## src/rtl/fu_store_queue_if.sv

```systemverilog
// Store FU bundle: issue, flush, commit, completion report and data-memory write port.
interface fu_store_queue_if;
  logic        issued;
  logic [6:0]  opcode;
  logic [2:0]  func3;
  logic [4:0]  rob_index;
  logic [31:0] imm;
  logic [31:0] ps1_data;
  logic [31:0] ps2_data;
  logic        mispredict;
  logic [4:0]  mispredict_tag;
  logic [4:0]  curr_rob_tag;
  logic        commit_valid;
  logic [4:0]  commit_tag;
  logic        sq_ready;
  logic        sq_done;
  logic [4:0]  sq_rob_tag;
  logic        mem_wr_en;
  logic [31:0] mem_addr;
  logic [31:0] mem_wdata;
  logic [3:0]  mem_wstrb;
  logic        mem_ack;

  modport master (
    output issued, opcode, func3, rob_index, imm, ps1_data, ps2_data,
           mispredict, mispredict_tag, curr_rob_tag, commit_valid, commit_tag, mem_ack,
    input  sq_ready, sq_done, sq_rob_tag, mem_wr_en, mem_addr, mem_wdata, mem_wstrb
  );

  modport slave (
    input  issued, opcode, func3, rob_index, imm, ps1_data, ps2_data,
           mispredict, mispredict_tag, curr_rob_tag, commit_valid, commit_tag, mem_ack,
    output sq_ready, sq_done, sq_rob_tag, mem_wr_en, mem_addr, mem_wdata, mem_wstrb
  );
endinterface

```

## src/rtl/fu_store_queue.sv

```systemverilog
// In-order store queue: executes stores into a FIFO, writes memory only after ROB commit,
// and drops speculative entries younger than a mispredicted branch.
module fu_store_queue #(
  parameter int DEPTH     = 8,
  parameter int ROB_DEPTH = 16
) (
  input logic             clk,
  input logic             reset,
  fu_store_queue_if.slave bus
);
  localparam int            PW       = $clog2(DEPTH);
  localparam int            CW       = PW + 1;
  localparam logic [CW-1:0] FULL     = CW'(DEPTH);
  localparam logic [4:0]    TMASK    = 5'(ROB_DEPTH - 1);
  localparam logic [6:0]    OP_STORE = 7'b0100011;

  typedef enum logic {IDLE, WRITE} state_t;
  state_t state, state_nx;

  logic [DEPTH-1:0] vld, cmt;
  logic [4:0]       tag_q  [DEPTH];
  logic [31:0]      addr_q [DEPTH];
  logic [31:0]      data_q [DEPTH];
  logic [1:0]       size_q [DEPTH];
  logic [PW-1:0]    head, tail, tail_nx, cidx, idx;
  logic [CW-1:0]    count, count_nx, keep;
  logic [DEPTH-1:0] flush_mask, enq_mask, pop_mask, commit_mask;
  logic             enq, pop, load, cfound, flush_hit, commit_hit;
  logic             ready_q, done_q, wr_en_q;
  logic [4:0]       done_tag_q;
  logic [31:0]      maddr_q, mwdata_q, hd_wdata;
  logic [3:0]       mwstrb_q, hd_wstrb;
  logic [1:0]       b;

  // Tag t is strictly inside the circular window (m, c) modulo ROB_DEPTH.
  function automatic logic in_range(input logic [4:0] t, input logic [4:0] m,
                                    input logic [4:0] c);
    logic [4:0] d, w;
    d = (t - m) & TMASK;
    w = (c - m) & TMASK;
    return (d != 5'd0) && (d < w);
  endfunction

  assign enq = bus.issued && (bus.opcode == OP_STORE) &&
               (bus.func3 inside {3'b000, 3'b001, 3'b010}) &&
               (count < FULL) && !bus.mispredict;
  assign pop = (state == WRITE) && bus.mem_ack;

  // Walk live entries oldest-first: find the commit candidate and the oldest flushed slot.
  always_comb begin
    idx        = head;
    cidx       = head;
    cfound     = 1'b0;
    flush_hit  = 1'b0;
    keep       = count;
    flush_mask = '0;
    for (int i = 0; i < DEPTH; i++) begin
      idx = head + PW'(i);
      if ((CW'(i) < count) && vld[idx] && !cmt[idx]) begin
        if (!cfound) begin
          cfound = 1'b1;
          cidx   = idx;
        end
        if (bus.mispredict && !flush_hit &&
            in_range(tag_q[idx], bus.mispredict_tag, bus.curr_rob_tag)) begin
          flush_hit = 1'b1;
          keep      = CW'(i);
        end
      end
      if (flush_hit && (CW'(i) < count)) flush_mask[idx] = 1'b1;
    end
  end

  always_comb begin
    commit_hit  = bus.commit_valid && cfound && (tag_q[cidx] == bus.commit_tag);
    commit_mask = commit_hit ? (DEPTH'(1) << cidx) : '0;
    enq_mask    = enq ? (DEPTH'(1) << tail) : '0;
    pop_mask    = pop ? (DEPTH'(1) << head) : '0;
    count_nx    = (flush_hit ? keep : count) + CW'(enq) - CW'(pop);
    tail_nx     = flush_hit ? (head + keep[PW-1:0]) : (tail + PW'(enq));
  end

  // Byte-lane steering of the head entry.
  always_comb begin
    b = addr_q[head][1:0];
    case (size_q[head])
      2'b00: begin
        hd_wdata = {4{data_q[head][7:0]}};
        hd_wstrb = 4'b0001 << b;
      end
      2'b01: begin
        hd_wdata = {2{data_q[head][15:0]}};
        hd_wstrb = 4'b0011 << {b[1], 1'b0};
      end
      default: begin
        hd_wdata = data_q[head];
        hd_wstrb = 4'b1111;
      end
    endcase
  end

  always_comb begin
    state_nx = state;
    load     = 1'b0;
    case (state)
      IDLE: if (vld[head] && cmt[head]) begin
        state_nx = WRITE;
        load     = 1'b1;
      end
      WRITE: if (bus.mem_ack) state_nx = IDLE;
      default: state_nx = IDLE;
    endcase
  end

  always_ff @(posedge clk or posedge reset) begin
    if (reset) begin
      state      <= IDLE;
      vld        <= '0;
      cmt        <= '0;
      head       <= '0;
      tail       <= '0;
      count      <= '0;
      ready_q    <= 1'b1;
      done_q     <= 1'b0;
      done_tag_q <= '0;
      wr_en_q    <= 1'b0;
      maddr_q    <= '0;
      mwdata_q   <= '0;
      mwstrb_q   <= '0;
    end else begin
      state   <= state_nx;
      vld     <= (vld & ~flush_mask & ~pop_mask) | enq_mask;
      cmt     <= (cmt | commit_mask) & ~pop_mask & ~enq_mask;
      head    <= head + PW'(pop);
      tail    <= tail_nx;
      count   <= count_nx;
      ready_q <= (count_nx < FULL);
      done_q  <= enq;
      if (enq) done_tag_q <= bus.rob_index;
      if (load) begin
        wr_en_q  <= 1'b1;
        maddr_q  <= {addr_q[head][31:2], 2'b00};
        mwdata_q <= hd_wdata;
        mwstrb_q <= hd_wstrb;
      end else if (pop) begin
        wr_en_q  <= 1'b0;
      end
    end
  end

  // Payload needs no reset: valid bits gate every use.
  always_ff @(posedge clk) begin
    if (enq) begin
      tag_q[tail]  <= bus.rob_index;
      addr_q[tail] <= bus.ps1_data + bus.imm;
      data_q[tail] <= bus.ps2_data;
      size_q[tail] <= bus.func3[1:0];
    end
  end

  assign bus.sq_ready   = ready_q;
  // A completion report for a store being flushed this cycle is withheld.
  assign bus.sq_done    = done_q &&
                          !(bus.mispredict && in_range(done_tag_q, bus.mispredict_tag, bus.curr_rob_tag));
  assign bus.sq_rob_tag = done_tag_q;
  assign bus.mem_wr_en  = wr_en_q;
  assign bus.mem_addr   = maddr_q;
  assign bus.mem_wdata  = mwdata_q;
  assign bus.mem_wstrb  = mwstrb_q;
endmodule

```

## src/flat_wrapper.sv

```systemverilog
// flat-port wrapper written by rule: the top's interface ports become plain ports
module fu_store_queue_flat 
#(
  parameter int DEPTH     = 8,
  parameter int ROB_DEPTH = 16
)
  (clk, reset, bus_issued, bus_opcode, bus_func3, bus_rob_index, bus_imm, bus_ps1_data, bus_ps2_data, bus_mispredict, bus_mispredict_tag, bus_curr_rob_tag, bus_commit_valid, bus_commit_tag, bus_mem_ack, bus_sq_ready, bus_sq_done, bus_sq_rob_tag, bus_mem_wr_en, bus_mem_addr, bus_mem_wdata, bus_mem_wstrb);
  fu_store_queue_if bus_i ();
  input logic clk;
  input logic reset;
  input wire logic [$bits(bus_i.issued)-1:0] bus_issued;
  input wire logic [$bits(bus_i.opcode)-1:0] bus_opcode;
  input wire logic [$bits(bus_i.func3)-1:0] bus_func3;
  input wire logic [$bits(bus_i.rob_index)-1:0] bus_rob_index;
  input wire logic [$bits(bus_i.imm)-1:0] bus_imm;
  input wire logic [$bits(bus_i.ps1_data)-1:0] bus_ps1_data;
  input wire logic [$bits(bus_i.ps2_data)-1:0] bus_ps2_data;
  input wire logic [$bits(bus_i.mispredict)-1:0] bus_mispredict;
  input wire logic [$bits(bus_i.mispredict_tag)-1:0] bus_mispredict_tag;
  input wire logic [$bits(bus_i.curr_rob_tag)-1:0] bus_curr_rob_tag;
  input wire logic [$bits(bus_i.commit_valid)-1:0] bus_commit_valid;
  input wire logic [$bits(bus_i.commit_tag)-1:0] bus_commit_tag;
  input wire logic [$bits(bus_i.mem_ack)-1:0] bus_mem_ack;
  output wire logic [$bits(bus_i.sq_ready)-1:0] bus_sq_ready;
  output wire logic [$bits(bus_i.sq_done)-1:0] bus_sq_done;
  output wire logic [$bits(bus_i.sq_rob_tag)-1:0] bus_sq_rob_tag;
  output wire logic [$bits(bus_i.mem_wr_en)-1:0] bus_mem_wr_en;
  output wire logic [$bits(bus_i.mem_addr)-1:0] bus_mem_addr;
  output wire logic [$bits(bus_i.mem_wdata)-1:0] bus_mem_wdata;
  output wire logic [$bits(bus_i.mem_wstrb)-1:0] bus_mem_wstrb;
  assign bus_i.issued = bus_issued;
  assign bus_i.opcode = bus_opcode;
  assign bus_i.func3 = bus_func3;
  assign bus_i.rob_index = bus_rob_index;
  assign bus_i.imm = bus_imm;
  assign bus_i.ps1_data = bus_ps1_data;
  assign bus_i.ps2_data = bus_ps2_data;
  assign bus_i.mispredict = bus_mispredict;
  assign bus_i.mispredict_tag = bus_mispredict_tag;
  assign bus_i.curr_rob_tag = bus_curr_rob_tag;
  assign bus_i.commit_valid = bus_commit_valid;
  assign bus_i.commit_tag = bus_commit_tag;
  assign bus_i.mem_ack = bus_mem_ack;
  assign bus_sq_ready = bus_i.sq_ready;
  assign bus_sq_done = bus_i.sq_done;
  assign bus_sq_rob_tag = bus_i.sq_rob_tag;
  assign bus_mem_wr_en = bus_i.mem_wr_en;
  assign bus_mem_addr = bus_i.mem_addr;
  assign bus_mem_wdata = bus_i.mem_wdata;
  assign bus_mem_wstrb = bus_i.mem_wstrb;
  fu_store_queue #(.DEPTH(DEPTH), .ROB_DEPTH(ROB_DEPTH)) u_core (.clk(clk), .reset(reset), .bus(bus_i));
endmodule
```

## config.mk

```make
export PLATFORM = sky130hd
export DESIGN_NAME = fu_store_queue_flat
export DESIGN_NICKNAME = d
export VERILOG_FILES = /design/src/rtl/fu_store_queue_if.sv /design/src/rtl/fu_store_queue.sv /design/src/flat_wrapper.sv
export SDC_FILE = /design/constraint.sdc
export NUM_CORES = 1
export LEC_CHECK = 0
export CORE_MARGIN = 1.5
export CORE_UTILIZATION = 48
export CTS_CLUSTER_DIAMETER = 40
export DETAILED_ROUTE_END_ITERATION = 8
export MAX_ROUTING_LAYER = met4
export PLACE_DENSITY = 0.67
export SYNTH_ARGS = -nofsm -noshare
export SYNTH_HDL_FRONTEND = slang
export SYNTH_SLANG_ARGS = --single-unit
```

## constraint.sdc

```tcl
create_clock -name clk -period 8.4 [get_ports clk]
set_input_delay 2.52 -clock clk [delete_from_list [all_inputs] [get_ports clk]]
set_output_delay 2.52 -clock clk [all_outputs]
set_load 0.05 [all_outputs]
```

# Word level (Yosys, flattened, before mapping)
# Memories as Yosys holds them, arrays and structs flattened.
# Index checks and enable logic that the tools add are counted.
[word_totals]
latch_bits = 0
n_memories = 4
ram_bits = 568
wordCells = 323
in_bits = 132
romBits = 0
regBits = 101
[memory_table]
columns = ["name", "words", "width", "rd", "rd_clocked_by_memory_dff", "write_ports", "line_no", "source"]
rows = [
  ["u_core.addr_q", 8, 32, 1, 0, 1, "fu_store_queue.sv:22", "logic [31:0] addr_q [DEPTH];"],
  ["u_core.data_q", 8, 32, 1, 0, 1, "fu_store_queue.sv:23", "logic [31:0] data_q [DEPTH];"],
  ["u_core.tag_q", 8, 5, 9, 0, 1, "fu_store_queue.sv:21", "logic [4:0] tag_q [DEPTH];"],
  ["u_core.size_q", 8, 2, 1, 0, 1, "fu_store_queue.sv:24", "logic [1:0] size_q [DEPTH];"],
]
[classes]
n_eq_ne = 5
order_cmp = 35
bitwise_logic = 17
n_reduce_logical = 96
mux = 125
n_addsub = 23
mul = 0
div_mod_pow = 0
shift = 5
[op_table]
columns = ["cell", "count"]
rows = [
  ["$mux W8", 11],
  ["$or A8 B8 Y8", 9],
  ["$mux W4", 17],
  ["$logic_and A1 B1 Y1", 66],
  ["$pmux W32 S2", 1],
  ["$mux W1", 55],
  ["$bmux W1 S3", 16],
  ["$mux W3", 15],
  ["$reduce_bool A5 Y1", 9],
  ["$sub A4 B4 Y4", 10],
  ["$lt A4 B4 Y1", 9],
  ["$add A32 B32 Y32", 1],
  ["$and A8 B8 Y8", 4],
  ["$lt A3 B4 Y1 const B", 8],
  ["$demux W1 S3", 8],
  ["$ge A3 B1 Y1 const B", 8],
  ["$not A8 Y8", 3],
  ["$shl A1 B3 Y8 const A", 3],
  ["$logic_not A1 Y1", 17],
  ["$lt A3 B4 Y1 const A", 4],
  ["$add A3 B3 Y3 const B", 4],
  ["$lt A1 B4 Y1 const A", 2],
  ["$lt A2 B4 Y1 const A", 2],
  ["$lt A4 B4 Y1 const B", 2],
  ["20 further kinds", 22],
]

# Logic depth before layout (Yosys ltp)
# An unclocked memory read counts as a cell.
[depth]
word_depth = 48
mapped_depth = 33
depth_no_buf = 26

# Worst setup path before layout
# No wires, ideal clock.
[synth_path]
kind = "input to register"
startpoint = "input port bus_opcode[1]"
endpoint = "register u_core.cmt[0]"
required_time_ns = 8.263
cell_stages = 9
path_slack_ns = -0.737
setup_ns = 0.137
t_arrival_ns = 8.999
cell_sequence = "nand2_1 -> a2111oi_0 -> nand3_1 -> or2_2 -> clkbuf_1 -> nor3_1 -> a21oi_1 -> nand4_1 -> o21ai_1"
[synth_via]
elab_chain_cells = 8
[synth_lines]
columns = ["element", "line_no", "source"]
rows = [
  ["from (decl)", "flat_wrapper.sv:12", "input wire logic [$bits(bus_i.opcode)-1:0] bus_opcode;"],
  ["$eq A7 B6 Y1", "fu_store_queue.sv:44", "assign enq = bus.issued && (bus.opcode == OP_STORE) &&"],
  ["$logic_and A1 B1 Y1 (2 in series)", "fu_store_queue.sv:44", ""],
  ["$logic_and A1 B1 Y1", "fu_store_queue.sv:45", "(bus.func3 inside {3'b000, 3'b001, 3'b010}) &&"],
  ["$logic_and A1 B1 Y1", "fu_store_queue.sv:46", "(count < FULL) && !bus.mispredict;"],
  ["$mux W8", "fu_store_queue.sv:77", "enq_mask = enq ? (DEPTH'(1) << tail) : '0;"],
  ["$not A8 Y8", "fu_store_queue.sv:133", "cmt <= (cmt | commit_mask) & ~pop_mask & ~enq_mask;"],
  ["$and A8 B8 Y8", "fu_store_queue.sv:133", ""],
  ["to (signal assigned)", "fu_store_queue.sv:133", ""],
  ["to (decl)", "fu_store_queue.sv:20", "logic [DEPTH-1:0] vld, cmt;"],
]
# No other way between the ends.
# A chain may end at the register's enable or synchronous reset.

# Final worst setup path
[layout_path]
startpoint = "input port bus_mispredict_tag[1]"
endpoint = "output port bus_sq_done"
[layout_via]
elab_chain_cells = 6
[layout_lines]
columns = ["element", "line_no", "source"]
rows = [
  ["from (decl)", "flat_wrapper.sv:19", "input wire logic [$bits(bus_i.mispredict_tag)-1:0] bus_mispredict_tag;"],
  ["$sub A4 B4 Y4 (on tied branches)", "fu_store_queue.sv:39, fu_store_queue.sv:40", ""],
  ["$lt A4 B4 Y1 / $reduce_bool A5 Y1 (equally long branches)", "fu_store_queue.sv:41", "return (d != 5'd0) && (d < w);"],
  ["$logic_and A1 B1 Y1 (*)", "fu_store_queue.sv:41", ""],
  ["$logic_and A1 B1 Y1 (*)", "fu_store_queue.sv:164", "!(bus.mispredict && in_range(done_tag_q, bus.mispredict_tag, bus.curr_rob_tag));"],
  ["$logic_not A1 Y1 (*)", "fu_store_queue.sv:164", ""],
  ["$logic_and A1 B1 Y1 (*)", "fu_store_queue.sv:163", "assign bus.sq_done = done_q &&"],
  ["to (decl)", "flat_wrapper.sv:25", "output wire logic [$bits(bus_i.sq_done)-1:0] bus_sq_done;"],
]
# Mark *: on every way between the ends. The rest lies on a longest branch, timed or not.

==> results.json <==
{
  "run_status": "finished clean",
  "yosys_warnings": 0,
  "yosys.cell_count.top_type": "sky130_fd_sc_hd__edfxtp_1",
  "cts.sink_count": 669,
  "max_slew_margin": 0.2095,
  "ys.flop_type": "sky130_fd_sc_hd__edfxtp_1",
  "route.detailed.wl_per_inst_um": 23.55,
  "r2r_start": "u_core.head[0]",
  "fp.dieW_um": 261.9,
  "cell_count_of_the_worst_hold_path": 2,
  "timing.reg2reg.worst_path_depth": 24,
  "finalWeightedCongestion": 0.8971,
  "pin_count_of_the_biggest_net_entering_global_routing": 84,
  "largest_delay_share_family_worst_path": "buffers and inverters",
  "endpoint_kind": "primary output",
  "initial_core_util": 0.4867,
  "pin_count": 208,
  "stages_on_the_worst_setup_path": 11,
  "report.final.slew_viol_count": 0,
  "worst_skew_pair.late_latency_ns": 0.63,
  "synth_area_per_cell_um2": 15.17,
  "clk_pin_slew_ns": 0.05,
  "cp_max_fo": 12,
  "finalWorstSetupSlack_ns": 0.5468,
  "number_of_storage_elements_in_the_synthesis_netlist": 669,
  "max_freq_mhz": 127.3,
  "postCtsSetupRepairBufs": 0,
  "area_share_of_the_leading_cell_type_in_the_synthesized_netlist": 0.5302,
  "fin_nets": 2613,
  "grt_first_pass_wirelength_mm": 119.1,
  "synth_enable_flop_cells": 568,
  "grt_use_total": 0.2390,
  "p_int_mw": 6.716,
  "critical_path_buf_inv_count": 4,
  "final_layout_size_suffix_gt1_frac": 0.1739,
  "postCtsResizedCells": 0,
  "stdcell_area_mm2": 0.03835,
  "hold_violations": 0,
  "vias_in_the_first_global_route": 19810,
  "drtIter0Drc": 1655,
  "crit_path_start_kind": "input pin",
  "drt-total-wl_mm": 77.79,
  "ctsRootBufferMaster": "sky130_fd_sc_hd__clkbuf_16",
  "dpl.hpwl_mm": 49.61,
  "async_flop_share": 0.1510,
  "row_cnt": 94,
  "core_area_mm2": 0.06610,
  "share_comb_of_total_power": 0.203,
  "critical_r2r_capture": "u_core.tail[2]",
  "cts_tree": "done",
  "cp-startpoint": "bus_mispredict_tag[1]",
  "netlist_instances": 2121,
  "timing_worst_setup_path_type": "input pin to primary output",
  "die_h_um": 261.9,
  "p_clk_frac": 0.391,
  "ff2ff_setup_slack_ns": 1.61,
  "min_from": "u_core.bus.sq_rob_tag[4]",
  "synthDominantAreaCellType": "sky130_fd_sc_hd__edfxtp_1",
  "die-area_mm2": 0.06858,
  "post_synthesis_instance_area_mm2": 0.03217,
  "worst-slew-pin-transition_ns": 1.182,
  "ctsLongestPathBuffers": 3,
  "synth_top_cells_by_count": "568 x sky130_fd_sc_hd__edfxtp_1, 234 x sky130_fd_sc_hd__nand2_1, 180 x sky130_fd_sc_hd__mux4_2",
  "min_period_over_period": 0.9349,
  "p_switching_mw": 2.584,
  "finish.utilization": 0.5802,
  "ctsHtreeMaxLevel": 3,
  "antenna_violating_nets_post_route": 0,
  "preCtsSetupSlack_ns": 0.4853,
  "syn_to_final_growth_pct": 19.22,
  "yosysUniqueCellTypes": 90,
  "vdd.ir_drop.worst_mv": 0.1536,
  "timing.clock.skew_ns": 0.03979,
  "drt_first_pass_iters": 6,
  "setup_total_negative_slack_ns": 0,
  "gr-total-overflow": 0,
  "setup_viol": 0,
  "pwr_density_cell_mw_per_mm2": 242.5,
  "hold_ws_ns": 0.4744,
  "worst_endpoint_data_arrival_time_ns": 5.33,
  "place_area_mm2": 0.03541,
  "endpoint": "bus_sq_done",
  "vias": 19470,
  "drcViolationCount": 0,
  "critPathSlowestCell": "sky130_fd_sc_hd__inv_1",
  "timing.critical_path.cells": "clkdlybuf4s50_1 > inv_1 > ha_1 > a21o_1 > a21oi_1 > xnor2_1 > buf_4 > ha_1 > nor2b_1 > o41a_1 > buf_4",
  "avgViaCountPerCell": 5.894,
  "hold_path_class": "register to register",
  "crit_path_max_incr_delay_ns": 0.47,
  "grt_setup_unrepaired": "no",
  "numCtsBuffers": 86,
  "layout_min_cycle_time_ns": 7.853,
  "port_buffers": 203,
  "sequentialPowerShare": 0.407,
  "cts_stage_hold_buffer_count": 0,
  "power.leakage_nw": 13.86,
  "p_sw_frac": 0.2779,
  "worst_ep_required_time_ns": 5.88,
  "yosysSeqAreaShare": 0.6088,
  "antenna_violations_before_repair": 5,
  "max_cap_viol_count": 0,
  "synth_top_cells_by_area": "sky130_fd_sc_hd__edfxtp_1 53%, sky130_fd_sc_hd__mux4_2 13%, sky130_fd_sc_hd__dfrtp_1 7.8%"
}
==> worst min path at each step <==
stage,slack (ns),to
2_1_floorplan,0.49,u_core.cmt[0]
3_3_place_gp,0.46,u_core.bus.sq_rob_tag[4]
3_5_place_dp,0.47,u_core.bus.sq_rob_tag[4]
4_1_cts,0.48,u_core.bus.sq_rob_tag[4]
5_1_grt,0.50,u_core.bus.mem_addr[23]
6_report,0.47,u_core.bus.sq_rob_tag[4]
==> state kept, by name (all words and copies together) (netlist names), 8 cells and up <==
register / cells
u_core.addr_q: 256
u_core.bus.mem_addr: 30
u_core.bus.mem_wdata: 32
u_core.cmt: 8
u_core.data_q: 256
u_core.size_q: 16
u_core.tag_q: 40
u_core.vld: 8
==> tightest hold or removal path, stage by stage (launching register included) <==
cell	delay [ns]
sky130_fd_sc_hd__dfrtp_1	0.34
sky130_fd_sc_hd__nand2_1	0.05
sky130_fd_sc_hd__nand2_1	0.05
==> power by group through the flow <==
stage | clock (mW) | combinational (mW) | sequential [mW]
floorplan | 0 | 1.38 | 3.82
global placement | 0 | 1.84 | 3.85
detailed placement | 0 | 1.89 | 3.85
CTS | 3.68 | 1.90 | 3.78
global route | 3.82 | 2.08 | 3.79
finish | 3.63 | 1.89 | 3.78
==> layout by cell type (no fill, tap or decap), drive strengths merged, types with 16 or more instances in the layout <==
cell / n
o21ai: 129
nor2b: 22
inv: 78
a21oi: 93
a221oi: 22
nand2: 234
clkinv: 32
dfrtp: 100
mux2: 16
nand2b: 25
ha: 108
clkbuf: 102
xor2: 23
xnor2: 39
mux2i: 98
buf: 47
nor2: 61
mux4: 181
edfxtp: 568
clkdlybuf4s50: 202
a21o: 27
and2: 16
==> cell type report <==
cell class                 instances  area, um2
timing repair buffer             249       2475
clock inverter                    59      653.1
multi-input combinational       1291      12010
antenna                            6      15.01
clock buffer                     102       2273
sequential                       669      19600
fill                            5076      27750
tap                              864       1081
inverter                          63      244.0
==> through the flow <==
step | power (mW) | instances
after floorplan | 5.207 | 2122
after global placement | 5.691 | 3136
after detailed placement | 5.739 | 3136
after CTS | 9.366 | 3297
after global routing | 9.693 | 3302
final | 9.300 | 3303
==> routing by layer <==
metal  wire (um)  GRT usage  vias to the layer above
met5           0          -                        -
met1       32160     0.3130                     9925
met4        1693    0.06625                        0
met3        4640    0.03569                      124
met2       39300     0.3910                      625
li1            -          -                     8793
==> kinds of logic after synthesis <==
| group | Yosys count | synth area share |
|---|---|---|
| compound gates | 367 | 0.07281 |
| xor+xnor | 66 | 0.02026 |
| fa+ha+maj | 121 | 0.05010 |
| buf+inv | 162 | 0.02057 |
| flops | 669 | 0.6088 |
| mux | 295 | 0.1629 |
| other cells | 1 | 0.0001166 |
| simple gates | 440 | 0.06441 |
Note: power is estimated with default switching activity, not from simulation.
